[config.mk]
export PLATFORM = sky130hd
export DESIGN_NAME = demux32_bit_1to2_buffered
export DESIGN_NICKNAME = d
export VERILOG_FILES = /design/src/rtl/lane_fifo.sv /design/src/rtl/demux32_bit_1to2_buffered.sv
export SDC_FILE = /design/constraint.sdc
export NUM_CORES = 1
export LEC_CHECK = 0
export CELL_PAD_IN_SITES_DETAIL_PLACEMENT = 0
export CELL_PAD_IN_SITES_GLOBAL_PLACEMENT = 1
export CORE_MARGIN = 2
export CORE_UTILIZATION = 23
export CTS_BUF_LIST = sky130_fd_sc_hd__clkbuf_2 sky130_fd_sc_hd__clkbuf_4 sky130_fd_sc_hd__clkbuf_8
export DETAILED_ROUTE_END_ITERATION = 6
export GPL_TIMING_DRIVEN = 0
export PLACE_DENSITY = 0.45
export SLEW_MARGIN = 40
export SYNTH_ARGS = -nofsm -noshare
export SYNTH_HDL_FRONTEND = slang
export SYNTH_SLANG_ARGS = --single-unit
[constraint.sdc]
create_clock -name Clk -period 4.85 [get_ports Clk]
set_input_delay 0.97 -clock Clk [delete_from_list [all_inputs] [get_ports Clk]]
set_output_delay 0.97 -clock Clk [all_outputs]
set_load 0.01 [all_outputs]
[src/rtl/lane_fifo.sv]
// Single-lane FIFO with a registered head word.
// Ports: Clk/Reset (async, active-high); push/pushData write one entry (ignored when full);
//        pop consumes the head (ignored when empty); headData, empty, full describe the lane.
module lane_fifo #(
  parameter int WIDTH = 32,
  parameter int DEPTH = 2
) (
  input  logic             Clk,
  input  logic             Reset,
  input  logic             push,
  input  logic [WIDTH-1:0] pushData,
  input  logic             pop,
  output logic [WIDTH-1:0] headData,
  output logic             empty,
  output logic             full
);

  localparam int PTR_W = $clog2(DEPTH);
  localparam int OCC_W = PTR_W + 1;

  logic [WIDTH-1:0] mem_q [DEPTH];
  logic [PTR_W-1:0] wr_ptr_q, wr_ptr_d;
  logic [PTR_W-1:0] rd_ptr_q, rd_ptr_d;
  logic [OCC_W-1:0] occ_q, occ_d;
  logic [WIDTH-1:0] head_q, head_d;
  logic             do_push, do_pop;

  assign empty    = (occ_q == '0);
  assign full     = (occ_q == OCC_W'(DEPTH));
  assign headData = head_q;

  // A full lane refuses a push even when it is popped in the same cycle.
  assign do_push = push && !full;
  assign do_pop  = pop && !empty;

  always_comb begin
    wr_ptr_d = wr_ptr_q;
    rd_ptr_d = rd_ptr_q;
    occ_d    = occ_q;
    head_d   = head_q;
    if (do_push) wr_ptr_d = wr_ptr_q + PTR_W'(1);
    if (do_pop)  rd_ptr_d = rd_ptr_q + PTR_W'(1);
    case ({do_push, do_pop})
      2'b10:   occ_d = occ_q + OCC_W'(1);
      2'b01:   occ_d = occ_q - OCC_W'(1);
      default: occ_d = occ_q;
    endcase
    // The head is kept in its own register so that an empty lane still shows
    // the last word it delivered, and a fresh push is visible one cycle later.
    if (do_pop) begin
      if (occ_q > OCC_W'(1)) head_d = mem_q[rd_ptr_q + PTR_W'(1)];
      else if (do_push)      head_d = pushData;
    end else if (do_push && empty) begin
      head_d = pushData;
    end
  end

  always_ff @(posedge Clk or posedge Reset) begin
    if (Reset) begin
      wr_ptr_q <= '0;
      rd_ptr_q <= '0;
      occ_q    <= '0;
      head_q   <= '0;
    end else begin
      wr_ptr_q <= wr_ptr_d;
      rd_ptr_q <= rd_ptr_d;
      occ_q    <= occ_d;
      head_q   <= head_d;
    end
  end

  // Storage needs no reset: occupancy decides which entries are meaningful.
  always_ff @(posedge Clk) begin
    if (do_push) mem_q[wr_ptr_q] <= pushData;
  end

endmodule

[src/rtl/demux32_bit_1to2_buffered.sv]
// 1:2 word demultiplexer with a small FIFO per destination lane and per-lane delivery counters.
// Ports: Clk/Reset (async, active-high); inData/sel/inValid/inReady input stream (sel=1 -> lane A);
//        outDataX/outValidX/outReadyX per-lane output handshakes; countA/countB delivered-word counts.
module demux32_bit_1to2_buffered #(
  parameter int WIDTH = 32,
  parameter int DEPTH = 2,
  parameter int CNT_W = 16
) (
  input  logic             Clk,
  input  logic             Reset,
  input  logic [WIDTH-1:0] inData,
  input  logic             sel,
  input  logic             inValid,
  output logic             inReady,
  output logic [WIDTH-1:0] outDataA,
  output logic             outValidA,
  input  logic             outReadyA,
  output logic [WIDTH-1:0] outDataB,
  output logic             outValidB,
  input  logic             outReadyB,
  output logic [CNT_W-1:0] countA,
  output logic [CNT_W-1:0] countB
);

  logic             empty_a, full_a, empty_b, full_b;
  logic             push_a, push_b, pop_a, pop_b;
  logic [CNT_W-1:0] count_a_q, count_a_d, count_b_q, count_b_d;

  // Ready looks only at the selected lane's full flag, never at the consumers.
  assign inReady = sel ? !full_a : !full_b;
  assign push_a  = inValid && inReady && sel;
  assign push_b  = inValid && inReady && !sel;

  assign outValidA = !empty_a;
  assign outValidB = !empty_b;
  assign pop_a     = outValidA && outReadyA;
  assign pop_b     = outValidB && outReadyB;

  lane_fifo #(.WIDTH(WIDTH), .DEPTH(DEPTH)) u_lane_a (
    .Clk      (Clk),
    .Reset    (Reset),
    .push     (push_a),
    .pushData (inData),
    .pop      (pop_a),
    .headData (outDataA),
    .empty    (empty_a),
    .full     (full_a)
  );

  lane_fifo #(.WIDTH(WIDTH), .DEPTH(DEPTH)) u_lane_b (
    .Clk      (Clk),
    .Reset    (Reset),
    .push     (push_b),
    .pushData (inData),
    .pop      (pop_b),
    .headData (outDataB),
    .empty    (empty_b),
    .full     (full_b)
  );

  // Counters wrap silently.
  always_comb begin
    count_a_d = count_a_q;
    count_b_d = count_b_q;
    if (pop_a) count_a_d = count_a_q + CNT_W'(1);
    if (pop_b) count_b_d = count_b_q + CNT_W'(1);
  end

  always_ff @(posedge Clk or posedge Reset) begin
    if (Reset) begin
      count_a_q <= '0;
      count_b_q <= '0;
    end else begin
      count_a_q <= count_a_d;
      count_b_q <= count_b_d;
    end
  end

  assign countA = count_a_q;
  assign countB = count_b_q;

endmodule

==> qor.yml <==
outcome: "completed"
place_congestion: 0.735
ys.flop_type: "edfxtp_1"
hold_viol_final: 0
finalWorstPathRequiredPeriod_ps: 3230
overflow: 0
drive_gt1_frac: 0.321
synth_area_mm2: 0.00982
die_x_um: 211
multi_input_area_mm2: 0.00316
synth_edf_count: 128
n_antenna_cell: 0
drt_iter0_drc: 243
dp.final_hpwl_mm: 17.9
ctsResizeCount: 0
synth-seq-cells: 232
clock_skew_ps: 22.5
clock.fmax_mhz: 309
dp.cells: 1276
tightest_slew_ps: 878
critPathCaptureType: "output port"
portBuffers: 136
met3_usage: 0.0278
grt_pass1_vias: 6538
worstPathArrival_ps: 2260
rows: 75
start_kind: "input pin"
timing.final.crit_share: 0.667
antenna_found_initial: 1
p_per_area_mw_per_mm2: 597
start_util: 0.234
ys_seq_area_frac: 0.656
drcViolationCount: 0
placedInstanceArea_mm2: 0.0120
crit_type: "in2out"
crit_path_frequent_cell: "clkdlybuf4s50_1"
synthTopCellsByArea: "edfxtp_1 (39%), dfrtp_1 (26%), a2bb2oi_2 (9.2%)"
dieHeight_um: 211
p_leak_nw: 4.59
hold_path.class: "reg2reg"
yosysMostFrequentCell: "edfxtp_1"
path_clk_slew_ps: 60
numCtsBuffers: 43
final_nets: 830
synthCells: 596
regArea_mm2: 0.00645
syn-num-nets: 644
io-pin-count: 137
die-area_mm2: 0.0444
cts_setup_buffers: 0
cp_slowest_cell: "clkdlybuf4s50_1"
slew_violations: 0
yosysTopAreaCell: "edfxtp_1"
clockBufferDepth: 3
synth_top_area_frac: 0.391
finalNonFillerCells: 1354
fill_cells: 4171
drv_cap: 0
synth.yosys.warnings: 0
path_cells: "clkdlybuf4s50_1 > mux2i_1 > clkdlybuf4s50_1"
async_reset_ff_frac: 0.448
gr-usage-met2: 0.195
crit_required_ps: 3880
clock_sinks: 232
grt_max_degree: 60
core_area_mm2: 0.0420
num_vias: 5910
synthTopCellsByCount: "edfxtp_1 (128), dfrtp_1 (104), mux2_2 (64)"
antenna_left: 0
cts_tree: "built"
grt_pass1_wl_mm: 41.0
rsz0062_at_grt: "false"
grt_use_total: 0.120
dr.pass1.iters: 4
max_stage_delay_ps: 570
fin_setup_tns_ps: 0
avgSynthCellArea_um2: 16.5
relSlewSlack: 0.415
worst_slack_ps: 1620
crit_fanout: 3
synth.distinct_cells: 43
met1_usage: 0.159
wl_per_cell_um: 19.6
drt_wl_total_mm: 26.6
dp_slack_ps: 1590
setup_viol: 0
power_mw: 7.67
via_per_inst: 4.36
cts.root.buffer_cell: "clkbuf_8"
max-vdd-ir-drop_mv: 0.193
cts_hold_buf: 0
cts_htree_levels: 2
fin_area_mm2: 0.0128
top_usage_layer: "met2"
areaGrowthSynthToFinish_pct: 30.7
clk_latency_ps: 550
## per-layer routing
metal | share of wire | vias up
met5 | 0.00045 | -
met4 | 0.024 | 2
met3 | 0.051 | 52
met2 | 0.47 | 151
met1 | 0.45 | 3031
li1 | - | 2674
## path summary, 6_finish.rpt
path                                          startpoint                                 to  slack (ps)  cells after the start
min                               countA[15]$_DFFE_PP0P_             countA[15]$_DFFE_PP0P_         470                      1
max reg2reg                u_lane_a.occ_q[0]$_DFFE_PP0P_    u_lane_a.mem_q[0][11]$_DFFE_PP_        2630                      7
max in group asynchronous                          Reset  u_lane_a.headData[18]$_DFFE_PP0P_        3330                      3
max                                                  sel                            inReady        1620                      3
min in group asynchronous                          Reset   u_lane_a.headData[3]$_DFFE_PP0P_         830                      2
min reg2reg                       countA[15]$_DFFE_PP0P_             countA[15]$_DFFE_PP0P_         470                      1
## critical path: cells and delay by family
kind                   cells  cell delay [ps]
buffers and inverters      2             1100
multiplexers               1              200
## power by group
| group | total (mW) | leakage (nW) | switching [mW] | internal, mW |
|---|---|---|---|---|
| logic | 2.84 | 1.74 | 1.29 | 1.55 |
| registers | 2.95 | 2.39 | 0.360 | 2.59 |
| clock network | 1.88 | 0.458 | 0.827 | 1.05 |
## area by class of cell
type                       count  share of cell area
sequential                   232               0.502
inverter                       9             0.00322
buffer                        37              0.0163
clock buffer                  62              0.0587
timing repair buffer         141               0.114
tap                          539              0.0525
clock inverter                16             0.00741
multi-input combinational    318               0.246
## registers in the layout, summed over array words and instances (netlist names)
register / cells
u_lane_a.rd_ptr_q: 1
u_lane_a.headData: 32
countB: 16
countA: 16
u_lane_a.wr_ptr_q: 1
u_lane_b.occ_q: 2
u_lane_b.wr_ptr_q: 1
u_lane_b.mem_q: 64
u_lane_b.rd_ptr_q: 1
u_lane_b.headData: 32
u_lane_a.mem_q: 64
u_lane_a.occ_q: 2
## cells in the final DEF (no fill, tap or decap), types with 10 or more instances in the layout
| master | instances |
|---|---|
| dfrtp_1 | 104 |
| ha_1 | 10 |
| xnor2_1 | 26 |
| edfxtp_1 | 128 |
| nand3_1 | 11 |
| clkbuf_4 | 16 |
| o22ai_2 | 20 |
| clkdlybuf4s50_1 | 136 |
| clkbuf_8 | 46 |
| xor2_1 | 12 |
| buf_2 | 16 |
| mux2_2 | 64 |
| a2bb2oi_2 | 60 |
| nand2_1 | 14 |
| o22ai_1 | 42 |
## cell families (layout without fill, tap and decap cells)
group                      Yosys count  count (layout)  synth area share
adders and majority gates           10              10            0.0127
buffers and inverters               46             265            0.0246
muxes                               65              65            0.0744
xor gates and xnor gates            38              38            0.0339
AOI/OAI and AO/OA                  134             134             0.155
DFF                                232             232             0.656
and+or+nand+nor                     71              71            0.0432
## metrics by stage
stage	hold WS, ps	util
2_1_floorplan	461	-
6_report	472	0.305
4_1_cts	476	0.305
3_3_place_gp	461	0.282
5_1_grt	499	0.305
3_5_place_dp	466	0.285
Power figures use the tool's default switching activity.
